--- config.mk ---
export PLATFORM = sky130hd
export DESIGN_NAME = div_sequencer_flat
export DESIGN_NICKNAME = d
export VERILOG_FILES = /design/src/rtl/div_sequencer_if.sv /design/src/rtl/div_sequencer.sv /design/src/flat_wrapper.sv
export SDC_FILE = /design/constraint.sdc
export NUM_CORES = 1
export LEC_CHECK = 0
export ABC_AREA = 0
export CAP_MARGIN = 20
export CELL_PAD_IN_SITES_DETAIL_PLACEMENT = 1
export CELL_PAD_IN_SITES_GLOBAL_PLACEMENT = 2
export CORE_MARGIN = 3
export CORE_UTILIZATION = 30
export CTS_BUF_LIST = sky130_fd_sc_hd__clkbuf_2
export CTS_CLUSTER_DIAMETER = 80
export DETAILED_ROUTE_END_ITERATION = 10
export PLACE_DENSITY = 0.95
export SLEW_MARGIN = 20
export SYNTH_ARGS = -nofsm -noshare
export SYNTH_HDL_FRONTEND = slang
export SYNTH_SLANG_ARGS = --single-unit
--- constraint.sdc ---
create_clock -name clock -period 5.43 [get_ports clock]
set_clock_uncertainty 0.2 [all_clocks]
set_input_delay 0.8145 -clock clock [delete_from_list [all_inputs] [get_ports clock]]
set_output_delay 0.8145 -clock clock [all_outputs]
set_load 0.01 [all_outputs]
--- src/rtl/div_sequencer_if.sv ---
// div_sequencer_if
//   Bundles the request/result side and the divider-core side of the divide
//   sequencer into one interface.
//   slave  : view used by div_sequencer (consumes requests, drives the core)
//   master : view used by the environment (issues requests, models the core)
//   Signals: ctrl_DIV, data_operandA/B, data_result, data_exception,
//            data_resultRDY, busy, core_start, core_dividend, core_divisor,
//            core_ready, core_quotient, core_remainder,
//            data_remainder (only when DIV_REMAINDER_EN is defined)
interface div_sequencer_if #(
    parameter int WIDTH = 32
);
    logic             ctrl_DIV;
    logic [WIDTH-1:0] data_operandA;
    logic [WIDTH-1:0] data_operandB;
    logic [WIDTH-1:0] data_result;
    logic             data_exception;
    logic             data_resultRDY;
    logic             busy;
    logic             core_start;
    logic [WIDTH-1:0] core_dividend;
    logic [WIDTH-1:0] core_divisor;
    logic             core_ready;
    logic [WIDTH-1:0] core_quotient;
    logic [WIDTH-1:0] core_remainder;
`ifdef DIV_REMAINDER_EN
    logic [WIDTH-1:0] data_remainder;
`endif

    modport slave (
`ifdef DIV_REMAINDER_EN
        input  core_remainder,
        output data_remainder,
`endif
        input  ctrl_DIV, data_operandA, data_operandB,
        input  core_ready, core_quotient,
        output data_result, data_exception, data_resultRDY, busy,
        output core_start, core_dividend, core_divisor
    );

    modport master (
`ifdef DIV_REMAINDER_EN
        output core_remainder,
        input  data_remainder,
`endif
        output ctrl_DIV, data_operandA, data_operandB,
        output core_ready, core_quotient,
        input  data_result, data_exception, data_resultRDY, busy,
        input  core_start, core_dividend, core_divisor
    );
endinterface

--- src/rtl/div_sequencer.sv ---
// div_sequencer
//   Front-end sequencer for the iterative unsigned divider core. Accepts a
//   signed divide request, flags divide-by-zero, hands operand magnitudes to
//   the core with a one-cycle start pulse, waits (under a watchdog) for the
//   core's ready, restores the quotient sign and strobes data_resultRDY.
//   Parameters: WIDTH (operand width), MAX_WAIT (WAIT cycles before timeout)
//   Ports:
//     clock    rising-edge clock
//     reset_n  asynchronous active-low reset
//     bus      div_sequencer_if.slave (request, result and core handshake)
//   Optional feature: define DIV_REMAINDER_EN to add the signed remainder
//   output (data_remainder, sign follows the dividend).
module div_sequencer #(
    parameter int WIDTH    = 32,
    parameter int MAX_WAIT = 64
) (
    input  logic            clock,
    input  logic            reset_n,
    div_sequencer_if.slave  bus
);
    localparam int WD_W = $clog2(MAX_WAIT + 1);

    typedef enum logic [2:0] {
        IDLE,
        LAUNCH,
        WAIT,
        FIXUP,
        DONE
    } state_t;

    state_t           state;
    state_t           state_next;
    logic [WD_W-1:0]  wdog;
    logic             wd_expired;
    logic             sign_a;
    logic             sign_b;
    logic             div_zero;
    logic [WIDTH-1:0] mag_a;
    logic [WIDTH-1:0] mag_b;
    logic [WIDTH-1:0] result_q;
    logic             exception_q;
`ifdef DIV_REMAINDER_EN
    logic [WIDTH-1:0] remainder_q;
`endif

    assign wd_expired = (wdog == WD_W'(MAX_WAIT - 1));

    always_comb begin
        state_next = state;
        case (state)
            // Divide-by-zero passes through FIXUP so its result strobe lands
            // on the same second cycle as the normal post-ready path.
            IDLE:    if (bus.ctrl_DIV)
                         state_next = (bus.data_operandB == '0) ? FIXUP : LAUNCH;
            LAUNCH:  state_next = WAIT;
            WAIT:    if (bus.core_ready)
                         state_next = FIXUP;
                     else if (wd_expired)
                         state_next = DONE;
            FIXUP:   state_next = DONE;
            DONE:    state_next = IDLE;
            default: state_next = IDLE;
        endcase
    end

    always_ff @(posedge clock or negedge reset_n) begin
        if (!reset_n) begin
            state       <= IDLE;
            wdog        <= '0;
            sign_a      <= 1'b0;
            sign_b      <= 1'b0;
            div_zero    <= 1'b0;
            mag_a       <= '0;
            mag_b       <= '0;
            result_q    <= '0;
            exception_q <= 1'b0;
`ifdef DIV_REMAINDER_EN
            remainder_q <= '0;
`endif
        end else begin
            state <= state_next;
            case (state)
                IDLE: begin
                    if (bus.ctrl_DIV) begin
                        sign_a   <= bus.data_operandA[WIDTH-1];
                        sign_b   <= bus.data_operandB[WIDTH-1];
                        div_zero <= (bus.data_operandB == '0);
                        // Most-negative value maps to itself, which reads
                        // correctly as an unsigned magnitude.
                        mag_a    <= bus.data_operandA[WIDTH-1] ? -bus.data_operandA
                                                               : bus.data_operandA;
                        mag_b    <= bus.data_operandB[WIDTH-1] ? -bus.data_operandB
                                                               : bus.data_operandB;
                    end
                end
                LAUNCH: begin
                    wdog <= '0;
                end
                WAIT: begin
                    if (!bus.core_ready) begin
                        if (wd_expired) begin
                            result_q    <= '0;
                            exception_q <= 1'b1;
`ifdef DIV_REMAINDER_EN
                            remainder_q <= '0;
`endif
                        end else begin
                            wdog <= wdog + 1'b1;
                        end
                    end
                end
                FIXUP: begin
                    if (div_zero) begin
                        result_q    <= '0;
                        exception_q <= 1'b1;
`ifdef DIV_REMAINDER_EN
                        remainder_q <= '0;
`endif
                    end else begin
                        result_q    <= (sign_a ^ sign_b) ? -bus.core_quotient
                                                         : bus.core_quotient;
                        exception_q <= 1'b0;
`ifdef DIV_REMAINDER_EN
                        remainder_q <= sign_a ? -bus.core_remainder
                                              : bus.core_remainder;
`endif
                    end
                end
                default: ;
            endcase
        end
    end

    assign bus.core_start     = (state == LAUNCH);
    assign bus.data_resultRDY = (state == DONE);
    assign bus.busy           = (state != IDLE);
    assign bus.core_dividend  = mag_a;
    assign bus.core_divisor   = mag_b;
    assign bus.data_result    = result_q;
    assign bus.data_exception = exception_q;
`ifdef DIV_REMAINDER_EN
    assign bus.data_remainder = remainder_q;
`endif
endmodule
--- src/flat_wrapper.sv ---
// flat-port wrapper written by rule: the top's interface ports become plain ports
module div_sequencer_flat 
#(
    parameter int WIDTH    = 32,
    parameter int MAX_WAIT = 64
)
  (clock, reset_n, bus_ctrl_DIV, bus_data_operandA, bus_data_operandB, bus_core_ready, bus_core_quotient, bus_data_result, bus_data_exception, bus_data_resultRDY, bus_busy, bus_core_start, bus_core_dividend, bus_core_divisor);
  div_sequencer_if #(.WIDTH(WIDTH)) bus_i ();
  input  logic clock;
  input  logic reset_n;
  input wire logic [$bits(bus_i.ctrl_DIV)-1:0] bus_ctrl_DIV;
  input wire logic [$bits(bus_i.data_operandA)-1:0] bus_data_operandA;
  input wire logic [$bits(bus_i.data_operandB)-1:0] bus_data_operandB;
  input wire logic [$bits(bus_i.core_ready)-1:0] bus_core_ready;
  input wire logic [$bits(bus_i.core_quotient)-1:0] bus_core_quotient;
  output wire logic [$bits(bus_i.data_result)-1:0] bus_data_result;
  output wire logic [$bits(bus_i.data_exception)-1:0] bus_data_exception;
  output wire logic [$bits(bus_i.data_resultRDY)-1:0] bus_data_resultRDY;
  output wire logic [$bits(bus_i.busy)-1:0] bus_busy;
  output wire logic [$bits(bus_i.core_start)-1:0] bus_core_start;
  output wire logic [$bits(bus_i.core_dividend)-1:0] bus_core_dividend;
  output wire logic [$bits(bus_i.core_divisor)-1:0] bus_core_divisor;
  assign bus_i.ctrl_DIV = bus_ctrl_DIV;
  assign bus_i.data_operandA = bus_data_operandA;
  assign bus_i.data_operandB = bus_data_operandB;
  assign bus_i.core_ready = bus_core_ready;
  assign bus_i.core_quotient = bus_core_quotient;
  assign bus_data_result = bus_i.data_result;
  assign bus_data_exception = bus_i.data_exception;
  assign bus_data_resultRDY = bus_i.data_resultRDY;
  assign bus_busy = bus_i.busy;
  assign bus_core_start = bus_i.core_start;
  assign bus_core_dividend = bus_i.core_dividend;
  assign bus_core_divisor = bus_i.core_divisor;
  div_sequencer #(.WIDTH(WIDTH), .MAX_WAIT(MAX_WAIT)) u_core (.clock(clock), .reset_n(reset_n), .bus(bus_i));
endmodule
==> impl_metrics.ini, run 1 <==
[floorplan]
floorplan.core_area_um2 = 19800
dieHeight_um = 149
io_pins = 200
initial_core_util_pct = 30.9
chipWidth_um = 149
rows = 51
die_area_um2 = 22200

[flow_run]
max-cap-violations = 0

[synthesis]
ys_seq_area_share_pct = 45.0
yosysUniqueCellTypes = 41
synth-edff-count = 0
yosys_register_bits = 110
synthCells = 652
synth_flop_cell = dfrtp_1
ys_async_sr_fraction_pct = 100
synth.avg_cell_area_um2 = 9.39
syn_area_um2 = 6120
synth_warnings = 0
synth_nets = 756

[power_and_ir_drop]
power_leakage_nw = 3.37
ir_drop_mv = 0.211
power.density_nw_per_um2 = 468
total_power_mw = 3.95

[placement]
port_buffers = 199
hpwl_um = 14300
place.gp.congestion = 0.784

[clock_network]
cts_tree = yes
cts_setup_buffers = 0
htree_levels = 3
cts_buffers = 9
cts_resized = 0
hold_buffers = 0
max-clock-path-buffers = 2
cts.sinks = 110
clockRootBuffer = clkbuf_2
cts.reportedPaths.clkPinSlew_ns = 0.32
insertion_delay_ns = 0.60

[critical_path]
critPathRequiredTime_ns = 4.42
reg2reg_slack_ns = 2.85
worstSetupStartpointType = flop
cp-end-kind = primary output
crit_type = reg2out
crit_arrival_ns = 2.45
crit_fanout = 12

[finish]
final_cell_mix = 197 x clkdlybuf4s50_1, 110 x dfrtp_1, 90 x nand2_1
num_antenna_cells = 0
fin_util_pct = 42.7
nets = 934
synthToLayoutAreaGrowth_pct = 38.1
drive_above_1_share_pct = 4.31
final_common_cell = clkdlybuf4s50_1

[sta]
fin_crit_sh_pct = 63.8
slew_headroom_pct = 34.0
rsz0062_at_grt = no
fmax_mhz = 288
slew_violations = 0
final.setup.tns_ns = 0
min_period_ns = 3.47
finalSetupViolations = 0
tightestPinTransition_ns = 0.989
hold_violations = 0

[detailed_routing]
drc_errors = 0
wl_um = 19400
ant_nets = 0
first_iter_violations = 205
vias = 5683
wl_per_cell_um = 17.6
dr.pass1.iters = 4
via_per_inst = 5.17

[grt]
grt_usage_pct = 17.5
antenna_found_initial = 0
grt_pass1_vias = 5871
grt_start_max_net_pins = 76
grt_overflow_total = 0
grt_pass1_wl_um = 31400

[min_path]
hold_class = in2async

[status]
status = finished clean
[path summary, 6_finish.rpt]
path	start	end	cells after the start
worst max-delay path	u_core.state[0]	bus_core_start	3
worst min-delay path	reset_n	u_core.bus.data_exception	1
worst max register to register	u_core.state[2]	u_core.sign_b	3
worst min register to register	u_core.bus.core_divisor[27]	u_core.bus.core_divisor[27]	2
max in group asynchronous	reset_n	u_core.sign_a	2
min in group clock	u_core.bus.core_divisor[27]	u_core.bus.core_divisor[27]	2
[registers in the layout (all words and copies together), names as in the netlist]
register	flops
u_core.state	3
u_core.div_zero	1
u_core.sign_a	1
u_core.bus.core_divisor	32
u_core.bus.core_dividend	32
u_core.bus.data_exception	1
u_core.sign_b	1
u_core.bus.data_result	32
u_core.wdog	7
[area by class of cell]
cell class                      instances  area [µm²]
Clock inverter                          7        48.8
Tap cell                              265         332
Sequential cell                       110        2750
Fill cell                            2287       11300
Multi-Input combinational cell        493        3210
Inverter                               12        45.0
Clock buffer                            9        45.0
Timing Repair Buffer                  204        2020
[routing by layer]
layer  wire, µm  global-route usage (%)  vias to the layer above
met1       8690                    22.6                     2801
met3       1360                    5.04                       15
met5          0                       0                        -
li1           -                       -                     2715
met2       9080                    28.9                      152
met4        228                    4.62                        0
[cells in the mapped netlist (15+ instances only)]
| cell | n | area, µm² |
|---|---|---|
| a22o_1 | 31 | 272 |
| clkbuf_1 | 33 | 124 |
| dfrtp_1 | 110 | 2750 |
| nand2_1 | 90 | 338 |
| nor2_1 | 23 | 86.3 |
| nor4_1 | 15 | 93.8 |
| o21ai_0 | 81 | 405 |
| o31ai_1 | 33 | 248 |
| o41ai_1 | 19 | 166 |
| or3_1 | 16 | 100 |
| xnor2_1 | 24 | 210 |
| xor2_1 | 68 | 596 |
[stage by stage]
step,area [µm²],hold WS (ns),worst slack (ns),std cells
2_1_floorplan,6120,0.264,2.61,652
3_3_place_gp,8350,0.260,1.70,1084
3_5_place_dp,8350,0.270,1.60,1084
4_1_cts,8450,0.0649,1.86,1100
5_1_grt,8450,0.0747,1.66,1100
6_report,8450,0.109,1.96,1100
[power by group]
group / internal, mW / switching [mW] / total (mW)
Combinational: 1.14 / 1.02 / 2.16
Sequential: 1.18 / 0.249 / 1.43
Clock: 0.0636 / 0.297 / 0.361
[kinds of logic (layout without fill, tap and decap cells)]
group | after synthesis | after routing | share of synthesized area (%)
AND/OR/NAND/NOR | 201 | 201 | 15.9
AO/OA/AOI/OAI | 190 | 190 | 21.0
flip-flops | 110 | 110 | 45.0
multiplexers | 6 | 6 | 1.02
XOR/XNOR | 92 | 92 | 13.2
buffers and inverters | 49 | 232 | 3.17
adder cells (fa/ha/maj) | 4 | 4 | 0.818
[critical path, cell delays in order, from the launching register on]
cell and delay (ns):
dfrtp_1 0.63, nor2b_1 0.35, nor2b_1 0.27, clkdlybuf4s50_1 0.59
No activity file was read; power rests on OpenSTA's default activity.
==> run 2, diff against run 1 <==
--- a/config.mk
+++ b/config.mk
@@ -10,11 +10,11 @@
 export CELL_PAD_IN_SITES_DETAIL_PLACEMENT = 1
 export CELL_PAD_IN_SITES_GLOBAL_PLACEMENT = 2
 export CORE_MARGIN = 3
-export CORE_UTILIZATION = 30
+export CORE_UTILIZATION = 28
 export CTS_BUF_LIST = sky130_fd_sc_hd__clkbuf_2
 export CTS_CLUSTER_DIAMETER = 80
 export DETAILED_ROUTE_END_ITERATION = 10
-export PLACE_DENSITY = 0.95
+export PLACE_DENSITY = 0.93
 export SLEW_MARGIN = 20
 export SYNTH_ARGS = -nofsm -noshare
 export SYNTH_HDL_FRONTEND = slang
==> constraint.sdc (replaced) <==
create_clock -name clock -period 3.3 [get_ports clock]
set_clock_uncertainty 0.2 [all_clocks]
set_input_delay 0.495 -clock clock [delete_from_list [all_inputs] [get_ports clock]]
set_output_delay 0.495 -clock clock [all_outputs]
set_load 0.01 [all_outputs]
==> impl_metrics.ini, run 2 (synthesis results as in run 1) <==
[critical_path]
worstSetupStartpointType = flop
crit_buf_inv = 1
slowest_stage = clkdlybuf4s50_1
crit_cells = 3
slowest_delay_ns = 0.60
crit_arrival_ns = 2.27
cp_top_family = buffers and inverters
crit_chain = nor2b_2, nor2b_1, clkdlybuf4s50_1
crit_fanout = 12
critPathRequiredTime_ns = 2.60
reg2reg_slack_ns = 0.95
reg2reg_depth = 6
cp-end-kind = primary output
crit_type = reg2out

[detailed_routing]
drc_errors = 0
dr.pass1.iters = 4
first_iter_violations = 144
vias = 5688
wl_per_cell_um = 17.5
ant_nets = 0
via_per_inst = 5.04
wl_um = 19800

[placement]
place_area_um2 = 8500
hpwl_um = 15000
port_buffers = 199
place.gp.congestion = 0.805
placed_cells = 1110

[finish]
nets = 951
n_fill_cell = 2465
drive_above_1_share_pct = 6.10
synthToLayoutAreaGrowth_pct = 40.6
stdcell_count = 1128
final_common_cell = clkdlybuf4s50_1
final_cell_mix = 198 x clkdlybuf4s50_1, 109 x dfrtp_1, 90 x nand2_1
design_area_um2 = 8610

[sta]
rsz0062_at_grt = no
hold_violations = 0
fmax_mhz = 338
final.setup.tns_ns = 0
tightestPinTransition_ns = 0.947
finalSetupViolations = 0
slew_violations = 0
min_period_ns = 2.96
slew_headroom_pct = 36.4
fin_crit_sh_pct = 89.7

[power_and_ir_drop]
total_power_mw = 6.53
ir_drop_mv = 0.287
p_comb_share_pct = 55.2
clock_power_share_pct = 8.8
power.density_nw_per_um2 = 759
swShare_pct = 39.6
seq_power_share_pct = 36.0
internal_power_mw = 3.95
power_leakage_nw = 3.45
power_switching_mw = 2.58

[clock_network]
cts.reportedPaths.clkPinSlew_ns = 0.31
cts_setup_buffers = 0
cts_tree = yes
htree_levels = 3
insertion_delay_ns = 0.60
clockRootBuffer = clkbuf_2
cts.sinks = 110
max-clock-path-buffers = 2
cts_buffers = 9

[floorplan]
floorplan.core_area_um2 = 21200
dieHeight_um = 154
rows = 53
chipWidth_um = 154
initial_core_util_pct = 28.9
io_pins = 200
die_area_um2 = 23700

[flow_run]
max-cap-violations = 0

[grt]
grt_pass1_wl_um = 31900
grt_start_max_net_pins = 73
grt_overflow_total = 0
antenna_found_initial = 1
grt_usage_pct = 16.6
grt_pass1_vias = 5864

[status]
status = finished clean

[min_path]
hold_class = in2async
-- run 2: cell types whose count changed in the layout (fill, tap and decap cells not counted), sizes merged --
cell,delta
clkinvlp,+1
clkdlybuf4s50,+1
dlygate4sd3,+1
inv,-2
clkbuf,+1
buf,+15
diode,+1
-- run 2: power groups by stage --
stage                     clock network [mW]  registers (mW)  logic, mW
after floorplan                            0            2.55       1.62
after global placement                     0            2.37       3.57
after detailed placement                   0            2.39       3.66
after CTS                              0.627            2.36       3.67
after global routing                   0.671            2.45       3.97
final                                  0.577            2.35       3.61
-- run 2: worst paths after layout --
path                                              from                          end
setup / recovery                       u_core.state[0]               bus_core_start
hold / removal                                 reset_n   u_core.bus.data_result[25]
setup reg to reg                        u_core.wdog[0]               u_core.wdog[2]
hold reg to reg            u_core.bus.core_dividend[3]  u_core.bus.core_dividend[3]
max in group asynchronous                      reset_n    u_core.bus.data_result[8]
min in group clock                bus_data_operandB[0]   u_core.bus.core_divisor[0]
-- run 2: final cells by class --
class	count	area (µm²)	share of cell area, %
multi-input combinational	493	3190	37.1
sequential	110	2750	32.0
timing repair buffer	221	2180	25.3
tap	275	344	4.00
clock buffer	10	50.0	0.581
inverter	12	45.0	0.523
clock inverter	6	38.8	0.451
antenna	1	2.50	0.0291
-- run 2: per-layer routing --
metal	share of wire, %	GRT usage (%)	up-vias
met3	7.7	5.97	24
met2	46	26.8	170
met4	1.5	4.16	0
met5	0	0	-
li1	-	-	2751
met1	44	21.4	2743
-- run 2: metrics by stage --
| stage | utilization (%) | hold slack [ns] | worst slack (ns) |
|---|---|---|---|
| 2_1_floorplan | - | -0.000591 | 0.800 |
| 3_3_place_gp | 40.1 | 0.261 | 0.186 |
| 5_1_grt | 40.6 | 0.130 | 0.0908 |
| 3_5_place_dp | 40.1 | 0.270 | 0.126 |
| 4_1_cts | 40.5 | 0.138 | 0.0181 |
| 6_report | 40.6 | 0.192 | 0.339 |
-- run 2: timing repair --
item,CTS,global route
gates resized for setup,0,2
endpoints found under the setup margin,0,1
endpoints found under the hold margin,45,0
hold buffers,1,0
==> run 3, diff against run 2 <==
--- a/config.mk
+++ b/config.mk
@@ -5,16 +5,14 @@
 export SDC_FILE = /design/constraint.sdc
 export NUM_CORES = 1
 export LEC_CHECK = 0
-export ABC_AREA = 0
 export CAP_MARGIN = 20
 export CELL_PAD_IN_SITES_DETAIL_PLACEMENT = 1
 export CELL_PAD_IN_SITES_GLOBAL_PLACEMENT = 2
 export CORE_MARGIN = 3
-export CORE_UTILIZATION = 28
-export CTS_BUF_LIST = sky130_fd_sc_hd__clkbuf_2
+export CORE_UTILIZATION = 27
 export CTS_CLUSTER_DIAMETER = 80
 export DETAILED_ROUTE_END_ITERATION = 10
-export PLACE_DENSITY = 0.93
+export PLACE_DENSITY = 0.91
 export SLEW_MARGIN = 20
 export SYNTH_ARGS = -nofsm -noshare
 export SYNTH_HDL_FRONTEND = slang
==> impl_metrics.ini, run 3 (synthesis results as in run 1) <==
[floorplan]
rows = 54
die_area_um2 = 24500
io_pins = 200
initial_core_util_pct = 27.8
floorplan.core_area_um2 = 22000
chipWidth_um = 157
dieHeight_um = 157

[status]
status = finished clean

[detailed_routing]
via_per_inst = 4.98
wl_um = 20000
dr.pass1.iters = 4
vias = 5665
drc_errors = 0
first_iter_violations = 189
ant_nets = 0
wl_per_cell_um = 17.6

[grt]
grt_pass1_wl_um = 32400
grt_start_max_net_pins = 77
grt_usage_pct = 16.3
grtUsageMet3_pct = 4.09
antenna_found_initial = 0
grt_pass1_vias = 5961
use_met2_pct = 27.5
grt_overflow_total = 0
gr-usage-met1_pct = 21.2
top_usage_layer = met2

[critical_path]
startpoint = u_core.state[0]
crit_type = reg2out
crit_fanout = 12
cp-end-kind = primary output
worstSetupStartpointType = flop
crit_arrival_ns = 2.10
worstReg2RegStart = u_core.wdog[0]
reg2reg_slack_ns = 0.90
critPathRequiredTime_ns = 2.60

[finish]
num_antenna_cells = 0
final_common_cell = clkdlybuf4s50_1
synthToLayoutAreaGrowth_pct = 44.4
nets = 957
final_cell_mix = 198 x clkdlybuf4s50_1, 110 x dfrtp_1, 90 x nand2_1
drive_above_1_share_pct = 6.76

[power_and_ir_drop]
power_leakage_nw = 3.55
ir_drop_mv = 0.269
power.density_nw_per_um2 = 797

[clock_network]
htree_levels = 3
insertion_delay_ns = 0.35
max-clock-path-buffers = 2
clockRootBuffer = clkbuf_16
cts_buffers = 9
cts.sinks = 110
cts_tree = yes
cts.reportedPaths.clkPinSlew_ns = 0.08
cts_setup_buffers = 0

[sta]
slew_headroom_pct = 34.7
rsz0062_at_grt = no
final.setup.tns_ns = 0
slew_violations = 0
min_period_ns = 2.80
tightestPinTransition_ns = 0.977
fmax_mhz = 358
finalSetupViolations = 0
fin_crit_sh_pct = 84.7
hold_violations = 0
setup_ws_ns = 0.505

[flow_run]
max-cap-violations = 0

[min_path]
worstHoldStart = u_core.bus.core_dividend[31]
hold_class = reg2reg

[placement]
port_buffers = 199
hpwl_um = 15200
place.gp.congestion = 0.831
pre_cts_slack_ns = 0.237
-- run 3: critical path: stages, from the launching register on --
cell and delay (ns):
dfrtp_1 0.57, nor2b_1 0.35, nor2b_1 0.25, clkdlybuf4s50_1 0.59
-- run 3: power by group --
part	switching (mW)	internal (mW)	leakage, nW
Combinational	1.68	1.92	2.03
Sequential	0.412	1.95	1.38
Clock	0.543	0.541	0.140
Total	2.64	4.41	3.55
-- run 3: metal layers --
layer	part of all wire [%]	up-vias
met5	0	-
met4	1.3	0
met3	5.9	17
met2	48	140
met1	45	2752
li1	-	2756
-- run 3: final timing paths --
path	endpoint	cells after the start
setup / recovery	bus_core_start	3
hold / removal	u_core.bus.core_dividend[31]	2
setup reg to reg	u_core.wdog[2]	6
hold reg to reg	u_core.bus.core_dividend[31]	2
max in group asynchronous	u_core.bus.core_dividend[0]	3
min in group asynchronous	u_core.wdog[2]	2
-- run 3: cell type report --
cell class | count | area (µm²)
Clock inverter | 6 | 43.8
Timing Repair Buffer | 227 | 2210
Fill cell | 2512 | 13200
Tap cell | 280 | 350
Multi-Input combinational cell | 493 | 3200
Inverter | 12 | 45.0
Clock buffer | 10 | 239
Sequential cell | 110 | 2750
-- run 3: what timing repair did --
action | CTS | global route
resized for setup | 0 | 0
hold buffers | 1 | 0
hold endpoints to repair | 16 | 0
-- run 3: metrics by stage --
step	instances	cell area [µm²]	util [%]	hold WS (ns)	total power, mW
3_5_place_dp	1121	8550	38.8	0.272	6.06
6_report	1138	8840	40.1	0.278	7.05
2_1_floorplan	652	6120	-	-0.000591	4.17
5_1_grt	1138	8840	40.1	0.310	7.61
4_1_cts	1138	8840	40.1	0.287	7.18
3_3_place_gp	1121	8550	38.8	0.262	5.95
